===== src/rtl/apb_rw_scheduler_if.sv =====
// Request/response handshakes plus APB bus seen by apb_rw_scheduler.
// slave = scheduler side, master = requesters and APB completer side.
interface apb_rw_scheduler_if #(
  parameter int ADDR_W = 32,
  parameter int DATA_W = 32
);
  localparam int STRB_W = DATA_W / 8;

  logic              wr_req_valid, wr_req_ready;
  logic [ADDR_W-1:0] wr_addr;
  logic [DATA_W-1:0] wr_data;
  logic [STRB_W-1:0] wr_strb;
  logic              wr_rsp_valid, wr_rsp_ready, wr_rsp_err;

  logic              rd_req_valid, rd_req_ready;
  logic [ADDR_W-1:0] rd_addr;
  logic              rd_rsp_valid, rd_rsp_ready, rd_rsp_err;
  logic [DATA_W-1:0] rd_rsp_data;

  logic              PSEL, PENABLE, PWRITE;
  logic [ADDR_W-1:0] PADDR;
  logic [DATA_W-1:0] PWDATA;
  logic [STRB_W-1:0] PSTRB;
  logic              PREADY, PSLVERR;
  logic [DATA_W-1:0] PRDATA;

  modport slave (
    input  wr_req_valid, wr_addr, wr_data, wr_strb, wr_rsp_ready,
    output wr_req_ready, wr_rsp_valid, wr_rsp_err,
    input  rd_req_valid, rd_addr, rd_rsp_ready,
    output rd_req_ready, rd_rsp_valid, rd_rsp_err, rd_rsp_data,
    output PSEL, PENABLE, PWRITE, PADDR, PWDATA, PSTRB,
    input  PREADY, PSLVERR, PRDATA
  );

  modport master (
    output wr_req_valid, wr_addr, wr_data, wr_strb, wr_rsp_ready,
    input  wr_req_ready, wr_rsp_valid, wr_rsp_err,
    output rd_req_valid, rd_addr, rd_rsp_ready,
    input  rd_req_ready, rd_rsp_valid, rd_rsp_err, rd_rsp_data,
    input  PSEL, PENABLE, PWRITE, PADDR, PWDATA, PSTRB,
    output PREADY, PSLVERR, PRDATA
  );
endinterface


===== src/rtl/apb_rw_scheduler.sv =====
// Round-robin read/write arbiter driving a single outstanding APB transfer.
// Optional ACCESS watchdog enabled by defining APB_TIMEOUT_EN.
module apb_rw_scheduler #(
  parameter int ADDR_W         = 32,
  parameter int DATA_W         = 32,
  parameter int TIMEOUT_CYCLES = 16
) (
  input  logic               ACLK,
  input  logic               ARESETn,
  apb_rw_scheduler_if.slave  bus
);
  localparam int STRB_W = DATA_W / 8;

  typedef enum logic [2:0] {IDLE, SETUP, ACCESS, WRSP, RRSP} state_t;

  typedef struct packed {
    logic [ADDR_W-1:0] addr;
    logic [DATA_W-1:0] data;
    logic [STRB_W-1:0] strb;
    logic              wr;
  } req_t;

  state_t            state, state_nxt;
  req_t              req_q;
  logic              last_wr;
  logic              grant_wr, grant_rd;
  logic              acc_end, tmo_hit;
  logic              rsp_err;
  logic [DATA_W-1:0] rsp_data;

`ifdef APB_TIMEOUT_EN
  localparam int CNT_W = $clog2(TIMEOUT_CYCLES + 1);
  logic [CNT_W-1:0] tmo_cnt;

  // counts stalled ACCESS cycles; cleared while in SETUP so it starts at 0 on entry
  always_ff @(posedge ACLK or negedge ARESETn) begin
    if (!ARESETn)                              tmo_cnt <= '0;
    else if (state == SETUP)                   tmo_cnt <= '0;
    else if (state == ACCESS && !bus.PREADY)   tmo_cnt <= tmo_cnt + CNT_W'(1);
  end

  assign tmo_hit = (state == ACCESS) && !bus.PREADY &&
                   (tmo_cnt == CNT_W'(TIMEOUT_CYCLES - 1));
`else
  assign tmo_hit = 1'b0;
`endif

  always_comb begin
    state_nxt = state;
    acc_end   = 1'b0;
    // tie goes to whichever type was not granted last
    grant_wr  = bus.wr_req_valid && (!bus.rd_req_valid || !last_wr);
    grant_rd  = bus.rd_req_valid && !grant_wr;
    case (state)
      IDLE:   if (grant_wr || grant_rd) state_nxt = SETUP;
      SETUP:  state_nxt = ACCESS;
      ACCESS: if (bus.PREADY || tmo_hit) begin
                acc_end   = 1'b1;
                state_nxt = req_q.wr ? WRSP : RRSP;
              end
      WRSP:   if (bus.wr_rsp_ready) state_nxt = IDLE;
      RRSP:   if (bus.rd_rsp_ready) state_nxt = IDLE;
      default: state_nxt = IDLE;
    endcase
  end

  always_ff @(posedge ACLK or negedge ARESETn) begin
    if (!ARESETn) begin
      state    <= IDLE;
      req_q    <= '0;
      last_wr  <= 1'b0;
      rsp_err  <= 1'b0;
      rsp_data <= '0;
    end else begin
      state <= state_nxt;
      if (state == IDLE && (grant_wr || grant_rd)) begin
        last_wr    <= grant_wr;
        req_q.wr   <= grant_wr;
        req_q.addr <= grant_wr ? bus.wr_addr : bus.rd_addr;
        // reads keep write data and strobes at zero for their whole life
        req_q.data <= grant_wr ? bus.wr_data : '0;
        req_q.strb <= grant_wr ? bus.wr_strb : '0;
      end
      if (acc_end) begin
        rsp_err <= tmo_hit || bus.PSLVERR;
        if (!req_q.wr) rsp_data <= tmo_hit ? '0 : bus.PRDATA;
      end
    end
  end

  // ready is forced low while reset is asserted even though state is IDLE
  assign bus.wr_req_ready = ARESETn && (state == IDLE) && grant_wr;
  assign bus.rd_req_ready = ARESETn && (state == IDLE) && grant_rd;

  assign bus.PSEL    = (state == SETUP) || (state == ACCESS);
  assign bus.PENABLE = (state == ACCESS);
  assign bus.PWRITE  = req_q.wr;
  assign bus.PADDR   = req_q.addr;
  assign bus.PWDATA  = req_q.data;
  assign bus.PSTRB   = req_q.strb;

  assign bus.wr_rsp_valid = (state == WRSP);
  assign bus.wr_rsp_err   = rsp_err;
  assign bus.rd_rsp_valid = (state == RRSP);
  assign bus.rd_rsp_err   = rsp_err;
  assign bus.rd_rsp_data  = rsp_data;
endmodule


===== src/flat_wrapper.sv =====
// flat-port wrapper written by rule: the top's interface ports become plain ports
module apb_rw_scheduler_flat 
#(
  parameter int ADDR_W         = 32,
  parameter int DATA_W         = 32,
  parameter int TIMEOUT_CYCLES = 16
)
  (ACLK, ARESETn, bus_wr_req_valid, bus_wr_addr, bus_wr_data, bus_wr_strb, bus_wr_rsp_ready, bus_wr_req_ready, bus_wr_rsp_valid, bus_wr_rsp_err, bus_rd_req_valid, bus_rd_addr, bus_rd_rsp_ready, bus_rd_req_ready, bus_rd_rsp_valid, bus_rd_rsp_err, bus_rd_rsp_data, bus_PSEL, bus_PENABLE, bus_PWRITE, bus_PADDR, bus_PWDATA, bus_PSTRB, bus_PREADY, bus_PSLVERR, bus_PRDATA);
  apb_rw_scheduler_if #(.ADDR_W(ADDR_W), .DATA_W(DATA_W)) bus_i ();
  input  logic ACLK;
  input  logic ARESETn;
  input wire logic [$bits(bus_i.wr_req_valid)-1:0] bus_wr_req_valid;
  input wire logic [$bits(bus_i.wr_addr)-1:0] bus_wr_addr;
  input wire logic [$bits(bus_i.wr_data)-1:0] bus_wr_data;
  input wire logic [$bits(bus_i.wr_strb)-1:0] bus_wr_strb;
  input wire logic [$bits(bus_i.wr_rsp_ready)-1:0] bus_wr_rsp_ready;
  output wire logic [$bits(bus_i.wr_req_ready)-1:0] bus_wr_req_ready;
  output wire logic [$bits(bus_i.wr_rsp_valid)-1:0] bus_wr_rsp_valid;
  output wire logic [$bits(bus_i.wr_rsp_err)-1:0] bus_wr_rsp_err;
  input wire logic [$bits(bus_i.rd_req_valid)-1:0] bus_rd_req_valid;
  input wire logic [$bits(bus_i.rd_addr)-1:0] bus_rd_addr;
  input wire logic [$bits(bus_i.rd_rsp_ready)-1:0] bus_rd_rsp_ready;
  output wire logic [$bits(bus_i.rd_req_ready)-1:0] bus_rd_req_ready;
  output wire logic [$bits(bus_i.rd_rsp_valid)-1:0] bus_rd_rsp_valid;
  output wire logic [$bits(bus_i.rd_rsp_err)-1:0] bus_rd_rsp_err;
  output wire logic [$bits(bus_i.rd_rsp_data)-1:0] bus_rd_rsp_data;
  output wire logic [$bits(bus_i.PSEL)-1:0] bus_PSEL;
  output wire logic [$bits(bus_i.PENABLE)-1:0] bus_PENABLE;
  output wire logic [$bits(bus_i.PWRITE)-1:0] bus_PWRITE;
  output wire logic [$bits(bus_i.PADDR)-1:0] bus_PADDR;
  output wire logic [$bits(bus_i.PWDATA)-1:0] bus_PWDATA;
  output wire logic [$bits(bus_i.PSTRB)-1:0] bus_PSTRB;
  input wire logic [$bits(bus_i.PREADY)-1:0] bus_PREADY;
  input wire logic [$bits(bus_i.PSLVERR)-1:0] bus_PSLVERR;
  input wire logic [$bits(bus_i.PRDATA)-1:0] bus_PRDATA;
  assign bus_i.wr_req_valid = bus_wr_req_valid;
  assign bus_i.wr_addr = bus_wr_addr;
  assign bus_i.wr_data = bus_wr_data;
  assign bus_i.wr_strb = bus_wr_strb;
  assign bus_i.wr_rsp_ready = bus_wr_rsp_ready;
  assign bus_wr_req_ready = bus_i.wr_req_ready;
  assign bus_wr_rsp_valid = bus_i.wr_rsp_valid;
  assign bus_wr_rsp_err = bus_i.wr_rsp_err;
  assign bus_i.rd_req_valid = bus_rd_req_valid;
  assign bus_i.rd_addr = bus_rd_addr;
  assign bus_i.rd_rsp_ready = bus_rd_rsp_ready;
  assign bus_rd_req_ready = bus_i.rd_req_ready;
  assign bus_rd_rsp_valid = bus_i.rd_rsp_valid;
  assign bus_rd_rsp_err = bus_i.rd_rsp_err;
  assign bus_rd_rsp_data = bus_i.rd_rsp_data;
  assign bus_PSEL = bus_i.PSEL;
  assign bus_PENABLE = bus_i.PENABLE;
  assign bus_PWRITE = bus_i.PWRITE;
  assign bus_PADDR = bus_i.PADDR;
  assign bus_PWDATA = bus_i.PWDATA;
  assign bus_PSTRB = bus_i.PSTRB;
  assign bus_i.PREADY = bus_PREADY;
  assign bus_i.PSLVERR = bus_PSLVERR;
  assign bus_i.PRDATA = bus_PRDATA;
  apb_rw_scheduler #(.ADDR_W(ADDR_W), .DATA_W(DATA_W), .TIMEOUT_CYCLES(TIMEOUT_CYCLES)) u_core (.ACLK(ACLK), .ARESETn(ARESETn), .bus(bus_i));
endmodule

===== config.mk =====
export PLATFORM = sky130hd
export DESIGN_NAME = apb_rw_scheduler_flat
export DESIGN_NICKNAME = d
export VERILOG_FILES = /design/src/rtl/apb_rw_scheduler_if.sv /design/src/rtl/apb_rw_scheduler.sv /design/src/flat_wrapper.sv
export SDC_FILE = /design/constraint.sdc
export NUM_CORES = 1
export LEC_CHECK = 0
export ABC_AREA = 1
export BUFFER_PORTS_ARGS = -buffer_cell sky130_fd_sc_hd__buf_2
export CAP_MARGIN = 20
export CORE_MARGIN = 3
export CORE_UTILIZATION = 30
export CTS_BUF_LIST = sky130_fd_sc_hd__clkbuf_8
export DETAILED_ROUTE_END_ITERATION = 10
export REMOVE_ABC_BUFFERS = 1
export SETUP_SLACK_MARGIN = 0.05
export SLEW_MARGIN = 30
export SYNTH_ARGS = -nofsm -noshare
export SYNTH_HDL_FRONTEND = slang
export SYNTH_SLANG_ARGS = --single-unit

===== constraint.sdc =====
create_clock -name ACLK -period 1.6 [get_ports ACLK]
set_clock_uncertainty 0.2 [all_clocks]
set_input_delay 0.16 -clock ACLK [delete_from_list [all_inputs] [get_ports ACLK]]
set_output_delay 0.16 -clock ACLK [all_outputs]
set_load 0.01 [all_outputs]

==> results of run 1 <==
-- worst max-delay path, cell delays in order (launching register included) --
cell	delay, ns
dfrtp_1	0.40
inv_2	0.10
nand3_4	0.09
buf_6	0.13
a21oi_4	0.16
buf_12	0.18
buf_8	0.13
buf_12	0.11
buf_16	0.11
o21a_1	0.11
-- sequential cells by signal, indices dropped and copies added, names as in the netlist --
name and cells:
u_core.bus.PSTRB 4, u_core.bus.PWDATA 32, u_core.bus.rd_rsp_err 1, u_core.bus.rd_rsp_data 32, u_core.state 3, u_core.bus.PADDR 32
u_core.bus.PWRITE 1
-- stage by stage --
stage                     instances  worst slack [ns]
after floorplan                 484             -2.28
final                          1134            -0.187
after CTS                      1120            -0.170
after global placement          944            0.0303
after detailed placement        944          0.000339
after global routing           1134            -0.248
-- power by group through the flow --
| stage | logic (mW) | registers, mW | clock network [mW] |
|---|---|---|---|
| finish | 8.26 | 4.66 | 1.90 |
| global route | 8.95 | 4.80 | 2.06 |
| CTS | 7.54 | 4.63 | 1.95 |
| detailed placement | 5.79 | 4.66 | 0 |
| global placement | 5.71 | 4.65 | 0 |
| floorplan | 2.21 | 5.04 | 0 |
-- per-layer routing --
metal	GRT usage, %	up-vias	wire length [um]
met5	0	-	0
met4	7.38	0	622
met3	5.37	52	1130
met2	33.0	225	9210
met1	23.3	2514	7620
li1	-	2502	-
-- final timing paths --
check                                                 start  slack [ns]                                endpoint  cells after the start
max                             u_core.state[2]$_DFFE_PN0P_       -0.19         u_core.bus.PADDR[8]$_DFFE_PN0P_                      9
min                                        bus_rd_req_valid        0.19             u_core.state[1]$_DFFE_PN0P_                      7
max reg2reg                     u_core.state[2]$_DFFE_PN0P_       -0.19         u_core.bus.PADDR[8]$_DFFE_PN0P_                      9
min reg2reg                u_core.bus.PADDR[10]$_DFFE_PN0P_        0.29        u_core.bus.PADDR[10]$_DFFE_PN0P_                      1
max in group asynchronous                           ARESETn        0.52  u_core.bus.rd_rsp_data[17]$_DFFE_PN0P_                      3
min in group asynchronous                           ARESETn        0.24        u_core.bus.PADDR[11]$_DFFE_PN0P_                      3
-- placed cells by master (no fill, tap or decap), drive strengths merged --
master       Yosys  layout
nor4             1       1
clkbuf          10      19
nand2          112     112
buf             23     301
inv             79      80
o21a            32      32
o21ai           70      70
bufinv           0       2
dlygate4sd3      0     137
clkinvlp         0       2
dfrtp          105     105
nand4            1       1
nor2             6       6
nor3             3       3
a21oi            2       2
nand3           73      73
-- area by class of cell --
type,instances,area (um^2)
fillers,1258,6470
repair buffers,446,3570
flip-flops and latches,105,2630
multi-input cells,300,1770
inverters,79,302
well taps,188,235
clock buffers,11,151
clock inverters,5,78.8
-- logic make-up after synthesis --
kind of cell | synth area share [%]
AOI/OAI and AO/OA | 12.9
and+or+nand+nor | 19.6
buffers and inverters | 11.3
DFF | 56.2
-- repair_timing --
action | CTS | global route
gates resized for setup | 42 | 61
pin swaps | 7 | 5
hold endpoints to repair | 208 | 0
endpoints found under the setup margin | 32 | 109
setup buffers | 14 | 10
hold buffers | 137 | 0
cloned | 9 | 11
==> flow_metrics.py, run 1 <==
metrics = {
    "status": {
        "outcome": "finished with violations",
        "violations": "negative setup slack",
    },
    "logic_synthesis": {
        "yosysMostFrequentCell": "nand2_1",
        "yosysWarnings": 0,
        "synth_top_area_share_pct": 56.2,
        "synth_common_cells": "nand2_1 (110), dfrtp_1 (105), inv_1 (76)",
        "synth_top_cell_by_area": "dfrtp_1",
        "synth_ff_type": "dfrtp_1",
        "ys_seq_elements": 105,
        "ys_types": 24,
        "synth_area_mm2": 0.00468,
        "synth_area_per_cell_um2": 9.04,
        "synth.area.top_cells": "dfrtp_1 (56%), nand2_1 (8.8%), nand3_1 (6.5%), inv_1 (6.1%), o21ai_1 (5.9%)",
        "syn-instance-count": 517,
        "yosysSeqAreaShare_pct": 56.2,
        "async_flop_share_pct": 100,
        "synth_edf_count": 0,
    },
    "route": {
        "vias_per_cell": 4.67,
        "drc": 0,
        "final_antenna_net_count": 0,
        "wl_per_cell_um": 16.4,
        "finalWirelength_um": 18600,
        "dr.pass1.iters": 4,
        "vias": 5293,
        "drtIter0Drc": 240,
    },
    "global_route": {
        "grt_pass1_wl_um": 25900,
        "antenna_found_initial": 0,
        "gr-usage-all-layers_pct": 19.4,
        "grt_max_degree": 106,
        "first_global_vias": 5271,
        "grt_overflow_total": 0,
    },
    "setup_path": {
        "start_kind": "flip-flop",
        "critPathArrivalTime_ns": 1.91,
        "end_kind": "flip-flop",
        "required_ns": 1.72,
        "path_class": "reg2reg",
        "critPathMaxFanout": 8,
    },
    "sta": {
        "finalCritPeriodShare_pct": 112,
        "tns_ns": -9.19,
        "slew_viol_final": 0,
        "slew_headroom_pct": 61.4,
        "setup_ws_ns": -0.187,
        "hold_violations": 0,
        "fmax_ghz": 0.560,
        "setup_viol": 106,
        "holdWs_ns": 0.190,
        "rsz0062_at_grt": "true",
        "tightest_slew_ns": 0.579,
        "period_minus_slack_ns": 1.79,
    },
    "die": {
        "start_util_pct": 30.8,
        "pin_count": 249,
        "die_h_um": 131,
        "dieArea_mm2": 0.0171,
        "rows": 45,
        "core_mm2": 0.0152,
        "fp.dieW_um": 131,
    },
    "power": {
        "power_frac_comb_pct": 55.7,
        "internal_power_mw": 9.02,
        "total_power_mw": 14.8,
        "p_clk_share_pct": 12.8,
        "p_leak_nw": 4.46,
        "p_sw_share_pct": 39.1,
        "pwr_density_cell_mw_per_mm2": 1700,
        "ir_drop_v": 0.00102,
        "power_switching_mw": 5.80,
        "seq_power_share_pct": 31.4,
    },
    "layout": {
        "final_area_mm2": 0.00873,
        "nets": 1081,
        "drive_above_1_share_pct": 42.0,
        "areaGrowthSynthToFinish_pct": 86.8,
        "antenna_cells": 0,
        "final_core_util_pct": 57.5,
    },
    "clock_network": {
        "cts_tree": "built",
        "clk_pin_slew_ns": 0.10,
        "clock_latency_ns": 0.38,
        "clock_sinks": 105,
        "root_buffer": "clkbuf_8",
        "cts_inserted_buffers": 9,
        "clockBufferDepth": 2,
        "htree_levels": 3,
    },
    "placement": {
        "hpwl_um": 9420,
        "place_area_mm2": 0.00621,
        "portBuffers": 248,
        "place_congestion": 0.755,
    },
    "flow_run": {
        "maxCapViolations": 0,
    },
    "min_path": {
        "worstHoldPathType": "in2reg",
    },
}
No activity file was read; power rests on OpenSTA's default activity.
==> run 2: changes to the inputs <==
--- a/config.mk
+++ b/config.mk
@@ -5,9 +5,7 @@
 export SDC_FILE = /design/constraint.sdc
 export NUM_CORES = 1
 export LEC_CHECK = 0
-export ABC_AREA = 1
 export BUFFER_PORTS_ARGS = -buffer_cell sky130_fd_sc_hd__buf_2
-export CAP_MARGIN = 20
 export CORE_MARGIN = 3
 export CORE_UTILIZATION = 30
 export CTS_BUF_LIST = sky130_fd_sc_hd__clkbuf_8
==> run 2 against run 1 <==
Net effect:
- the flow still finishes with violations (negative setup slack)
- maximum frequency down 6.6%
- die area down 5.6%
- hold slack better by 0.015 ns
==> flow_metrics.py, run 2 <==
metrics = {
    "status": {
        "outcome": "finished with violations",
        "violations": "negative setup slack",
    },
    "route": {
        "final_antenna_net_count": 0,
        "dr.pass1.iters": 8,
        "vias_per_cell": 4.70,
        "finalWirelength_um": 17100,
        "drc": 0,
        "drtIter0Drc": 244,
        "vias": 4486,
        "wl_per_cell_um": 17.9,
    },
    "global_route": {
        "grt_overflow_total": 0,
        "busiest_layer": "met2",
        "first_global_vias": 4841,
        "grt_max_degree": 54,
        "gr-usage-met1_pct": 23.1,
        "antenna_found_initial": 0,
        "gr-usage-all-layers_pct": 20.2,
        "gr-usage-met3_pct": 5.52,
        "grt_pass1_wl_um": 25500,
        "use_met2_pct": 36.3,
    },
    "sta": {
        "period_minus_slack_ns": 1.91,
        "tightest_slew_ns": 0.658,
        "slew_viol_final": 0,
        "tns_ns": -11.51,
        "setup_ws_ns": -0.313,
        "setup_viol": 97,
        "finalCritPeriodShare_pct": 120,
        "hold_violations": 0,
        "rsz0062_at_grt": "true",
        "slew_headroom_pct": 56.1,
        "fmax_ghz": 0.523,
    },
    "die": {
        "start_util_pct": 31.2,
        "die_h_um": 127,
        "rows": 43,
        "fp.dieW_um": 127,
        "pin_count": 249,
        "dieArea_mm2": 0.0162,
        "core_mm2": 0.0141,
    },
    "flow_run": {
        "maxCapViolations": 0,
    },
    "setup_path": {
        "required_ns": 1.24,
        "r2r-start": "u_core.state[0]$_DFFE_PN0P_",
        "crit_top_cell": "buf_6",
        "slowest_delay_ns": 0.43,
        "end_kind": "primary output",
        "critPathArrivalTime_ns": 1.55,
        "start_kind": "flip-flop",
        "critical-path-top-delay-family": "simple AND/OR/NAND/NOR gates",
        "r2r_slack_ns": -0.21,
        "worstSetupStartpoint": "u_core.state[2]$_DFFE_PN0P_",
        "crit_chain": "nor3_4 > and3_4 > buf_6 > and2_4 > buf_6",
        "worst-path-buf-inv": 2,
        "critPathSlowestCell": "dfrtp_2",
        "path_class": "reg2out",
        "critPathMaxFanout": 3,
    },
    "power": {
        "pwr_density_cell_mw_per_mm2": 1680,
        "power_switching_mw": 4.99,
        "p_sw_share_pct": 37.0,
        "ir_drop_v": 0.000881,
        "p_clk_share_pct": 11.1,
        "power_frac_comb_pct": 53.2,
        "seq_power_share_pct": 35.7,
        "p_leak_nw": 4.46,
        "internal_power_mw": 8.52,
    },
    "logic_synthesis": {
        "synth_area_per_cell_um2": 12.4,
        "synth_simple_gate_area_share_pct": 2.93,
        "synth_fa_ha_area_share_pct": 0,
        "synth_area_mm2": 0.00440,
        "async_flop_share_pct": 100,
        "yosysSeqAreaShare_pct": 59.7,
        "ys_seq_elements": 105,
        "synth_top_cell_by_area": "dfrtp_1",
        "synth_top_family_by_area": "compound AO/OA/AOI/OAI gates",
        "synth_top_area_share_pct": 59.7,
        "synth_edf_count": 0,
        "synth_ff_type": "dfrtp_1",
        "synthXorXnorAreaFrac_pct": 0.199,
        "synth_common_cells": "dfrtp_1 (105), inv_1 (97), a22o_1 (36)",
        "yosysWarnings": 0,
        "synth.area.top_cells": "dfrtp_1 (60%), mux2_4 (9.9%), inv_1 (8.3%), a222oi_1 (7.3%), a22o_1 (7.2%)",
        "synth_compound_area_share_pct": 15.0,
        "synthMuxAreaShare_pct": 10.9,
        "ys_types": 26,
        "syn-instance-count": 354,
        "yosysMostFrequentCell": "dfrtp_1",
    },
    "min_path": {
        "worstHoldPathType": "in2reg",
        "hold_start": "bus_wr_req_valid",
    },
    "placement": {
        "place_congestion": 0.795,
        "portBuffers": 248,
        "hpwl_um": 9470,
        "preCtsSetupSlack_ns": -0.184,
    },
    "layout": {
        "final_cell_mix": "buf_2 (242), dlygate4sd3_1 (138), dfrtp_1 (103)",
        "mostFrequentLayoutCell": "buf_2",
        "drive_above_1_share_pct": 46.1,
        "fillCellCount": 1101,
        "nets": 910,
        "areaGrowthSynthToFinish_pct": 82.1,
        "antenna_cells": 0,
    },
    "clock_network": {
        "clockBufferDepth": 2,
        "cts_tree": "built",
        "clock_sinks": 105,
        "clock_latency_ns": 0.37,
        "htree_levels": 3,
        "clk_pin_slew_ns": 0.10,
        "cts_inserted_buffers": 9,
        "root_buffer": "clkbuf_8",
    },
}
## run 2: cell count changes after synthesis, moves of 11 or more
cell	before	now
a222oi_1	0	32
a22o_1	0	36
inv_1	76	97
mux2_4	0	29
nand2_1	110	5
nand3_1	61	2
nand3_2	11	0
o21a_1	32	0
o21ai_0	15	1
o21ai_1	55	1
## run 2: kinds of logic after synthesis
kind of cell    after synthesis
compound gates               72
xor+xnor                      1
buf+inv                     121
flops                       105
mux                          33
simple gates                 22
## run 2: through the flow
stage,cells,hold slack (ns),area (um^2),util (%),power (mW)
after global placement,777,-0.237,5940,42.2,10.3
after detailed placement,777,-0.235,5940,42.2,10.4
after floorplan,330,-0.336,4270,-,7.71
after global routing,954,0.214,8020,56.9,14.4
final,954,0.205,8020,56.9,13.5
after CTS,945,0.120,7770,55.2,13.0
## run 2: final timing paths
| path | end | depth (start not counted) |
|---|---|---|
| max | bus_rd_req_ready | 5 |
| min | u_core.bus.PWDATA[12]$_DFFE_PN0P_ | 4 |
| max reg2reg | u_core.bus.rd_rsp_data[26]$_DFFE_PN0P_ | 5 |
| min reg2reg | u_core.bus.PWDATA[17]$_DFFE_PN0P_ | 1 |
| max in group asynchronous | u_core.bus.PWRITE$_DFFE_PN0P_ | 3 |
| min in group asynchronous | u_core.bus.PWDATA[29]$_DFFE_PN0P_ | 3 |
## run 2: layer usage
layer,wire length (um),vias up
met5,0,-
met4,291,0
met3,1460,21
met2,8720,249
met1,6630,2178
li1,-,2038
## run 2: worst reg2reg max path: stages (launching register included)
cell and delay [ns]:
dfrtp_1 0.43, buf_6 0.15, nor3b_4 0.26, nand3b_4 0.14, buf_12 0.20, mux2_4 0.32
## run 2: repair_timing
action	CTS	global route
endpoints found under the setup margin	107	110
hold buffers	138	0
resized for setup	26	33
endpoints found under the hold margin	209	0
setup buffers	12	10
pin swaps	9	25
gates cloned	4	6
## run 2: layout make-up
type | instances | area (um^2) | area share, %
Sequential cell | 105 | 2630 | 32.8
Multi-Input combinational cell | 128 | 1360 | 17.0
Clock inverter | 5 | 32.5 | 0.406
Clock buffer | 10 | 138 | 1.72
Tap cell | 180 | 225 | 2.81
Inverter | 97 | 364 | 4.54
Timing Repair Buffer | 429 | 3270 | 40.7
## run 2: power by group through the flow
stage | Sequential [mW] | Combinational (mW) | Clock, mW
6_report | 4.82 | 7.19 | 1.50
5_1_grt | 4.97 | 7.72 | 1.68
3_5_place_dp | 4.76 | 5.62 | 0
4_1_cts | 4.76 | 6.63 | 1.58
2_1_floorplan | 5.34 | 2.37 | 0
3_3_place_gp | 4.78 | 5.48 | 0
==> run 3: changes to the inputs <==
--- a/config.mk
+++ b/config.mk
@@ -5,11 +5,11 @@
 export SDC_FILE = /design/constraint.sdc
 export NUM_CORES = 1
 export LEC_CHECK = 0
-export BUFFER_PORTS_ARGS = -buffer_cell sky130_fd_sc_hd__buf_2
 export CORE_MARGIN = 3
 export CORE_UTILIZATION = 30
 export CTS_BUF_LIST = sky130_fd_sc_hd__clkbuf_8
 export DETAILED_ROUTE_END_ITERATION = 10
+export DONT_BUFFER_PORTS = 1
 export REMOVE_ABC_BUFFERS = 1
 export SETUP_SLACK_MARGIN = 0.05
 export SLEW_MARGIN = 30
==> run 3 against run 2 <==
Net effect:
- the run now fails in clock tree synthesis (4_1_cts)
- area after synthesis unchanged
- synthesized cell count is the same
==> flow_metrics.py, run 3 <==
metrics = {
    "die": {
        "rows": 43,
        "start_util_pct": 31.2,
        "pin_count": 249,
        "fp.dieW_um": 127,
        "die_h_um": 127,
    },
    "clock_network": {
        "cts_resized": 24,
        "cts_hold_buf": 113,
        "clock_sinks": 105,
        "cts_inserted_buffers": 9,
        "htree_levels": 3,
        "root_buffer": "clkbuf_8",
        "clockBufferDepth": 2,
        "postCtsSetupRepairBufs": 15,
    },
    "status": {
        "haltStage": "clock tree synthesis (4_1_cts)",
        "outcome": "aborted with a tool error",
        "error": "[ERROR RSZ-0060] Max buffer count reached.",
    },
    "placement": {
        "placed_cells": 527,
        "place_area_mm2": 0.00471,
        "place_congestion": 0.778,
        "hpwl_um": 7940,
        "portBuffers": 0,
    },
    "logic_synthesis": {
        "ys_types": 26,
        "synth.area.top_cells": "dfrtp_1 (60%), mux2_4 (9.9%), inv_1 (8.3%), a222oi_1 (7.3%), a22o_1 (7.2%)",
        "yosysSeqAreaShare_pct": 59.7,
        "synth_area_mm2": 0.00440,
        "async_flop_share_pct": 100,
        "yosysWarnings": 0,
        "syn-instance-count": 354,
        "synth_common_cells": "dfrtp_1 (105), inv_1 (97), a22o_1 (36)",
        "synth_ff_type": "dfrtp_1",
        "synth_top_cell_by_area": "dfrtp_1",
        "yosysMostFrequentCell": "dfrtp_1",
        "ys_seq_elements": 105,
        "synth_area_per_cell_um2": 12.4,
        "synth_top_area_share_pct": 59.7,
        "synth_edf_count": 0,
    },
}
[run 3: cell counts after synthesis]
Identical to the previous run, type by type.
[run 3: cell families after synthesis]
group                  count (synthesis)  share of synthesized area [%]
AND/OR/NAND/NOR                       22                           2.93
AO/OA/AOI/OAI                         72                           15.0
multiplexers                          33                           10.9
XOR/XNOR                               1                          0.199
flip-flops                           105                           59.7
buffers and inverters                121                           11.3
[run 3: per-stage QoR]
stage	setup WS [ns]	hold slack, ns	utilization, %
after detailed placement	-0.144	-0.332	33.4
after floorplan	-1.52	-0.336	-
after global placement	-0.102	-0.331	33.4
==> run 4: changes to the inputs <==
--- a/config.mk
+++ b/config.mk
@@ -6,12 +6,11 @@
 export NUM_CORES = 1
 export LEC_CHECK = 0
 export CORE_MARGIN = 3
-export CORE_UTILIZATION = 30
-export CTS_BUF_LIST = sky130_fd_sc_hd__clkbuf_8
+export CORE_UTILIZATION = 20
 export DETAILED_ROUTE_END_ITERATION = 10
 export DONT_BUFFER_PORTS = 1
+export PLACE_DENSITY_LB_ADDON = 0.15
 export REMOVE_ABC_BUFFERS = 1
-export SETUP_SLACK_MARGIN = 0.05
 export SLEW_MARGIN = 30
 export SYNTH_ARGS = -nofsm -noshare
 export SYNTH_HDL_FRONTEND = slang
==> constraint.sdc (replaced) <==
create_clock -name ACLK -period 2.08 [get_ports ACLK]
set_clock_uncertainty 0.2 [all_clocks]
set_input_delay 0.208 -clock ACLK [delete_from_list [all_inputs] [get_ports ACLK]]
set_output_delay 0.208 -clock ACLK [all_outputs]
set_load 0.01 [all_outputs]
==> run 4 against run 3 <==
Net effect:
- the run again fails in clock tree synthesis (4_1_cts)
- synthesized cell count is the same
- area after synthesis is the same
==> flow_metrics.py, run 4 <==
metrics = {
    "clock_network": {
        "postCtsSetupRepairBufs": 0,
        "htree_levels": 3,
        "cts_resized": 6,
        "cts_hold_buf": 128,
        "cts_inserted_buffers": 9,
        "clock_sinks": 105,
        "root_buffer": "clkbuf_16",
        "clockBufferDepth": 2,
    },
    "die": {
        "pin_count": 249,
        "die_h_um": 154,
        "start_util_pct": 20.6,
        "rows": 53,
        "fp.dieW_um": 154,
    },
    "placement": {
        "place_congestion": 0.744,
        "portBuffers": 0,
        "hpwl_um": 8440,
    },
    "logic_synthesis": {
        "yosysWarnings": 0,
        "synth_top_cell_by_area": "dfrtp_1",
        "synth_area_mm2": 0.00440,
        "ys_seq_elements": 105,
        "synth_edf_count": 0,
        "async_flop_share_pct": 100,
        "synth_ff_type": "dfrtp_1",
        "synth.area.top_cells": "dfrtp_1 (60%), mux2_4 (9.9%), inv_1 (8.3%), a222oi_1 (7.3%), a22o_1 (7.2%)",
        "synth_area_per_cell_um2": 12.4,
        "yosysMostFrequentCell": "dfrtp_1",
        "yosysSeqAreaShare_pct": 59.7,
        "syn-instance-count": 354,
        "synth_common_cells": "dfrtp_1 (105), inv_1 (97), a22o_1 (36)",
        "synth_top_area_share_pct": 59.7,
        "ys_types": 26,
    },
    "status": {
        "error": "[ERROR RSZ-0060] Max buffer count reached.",
        "haltStage": "clock tree synthesis (4_1_cts)",
        "outcome": "aborted with a tool error",
    },
}
-- run 4: per-stage QoR --
stage	utilization (%)	setup slack, ns	TNS (ns)	area [um^2]	instances
3_5_place_dp	22.4	0.254	0	4790	618
3_3_place_gp	22.4	0.205	0	4790	618
2_1_floorplan	-	-1.09	-81.62	4270	330
-- run 4: cells by family after synthesis --
kind of cell / share of synthesized area [%]
buf+inv: 11.3
flops: 59.7
compound gates: 15.0
mux: 10.9
simple gates: 2.93
xor+xnor: 0.199
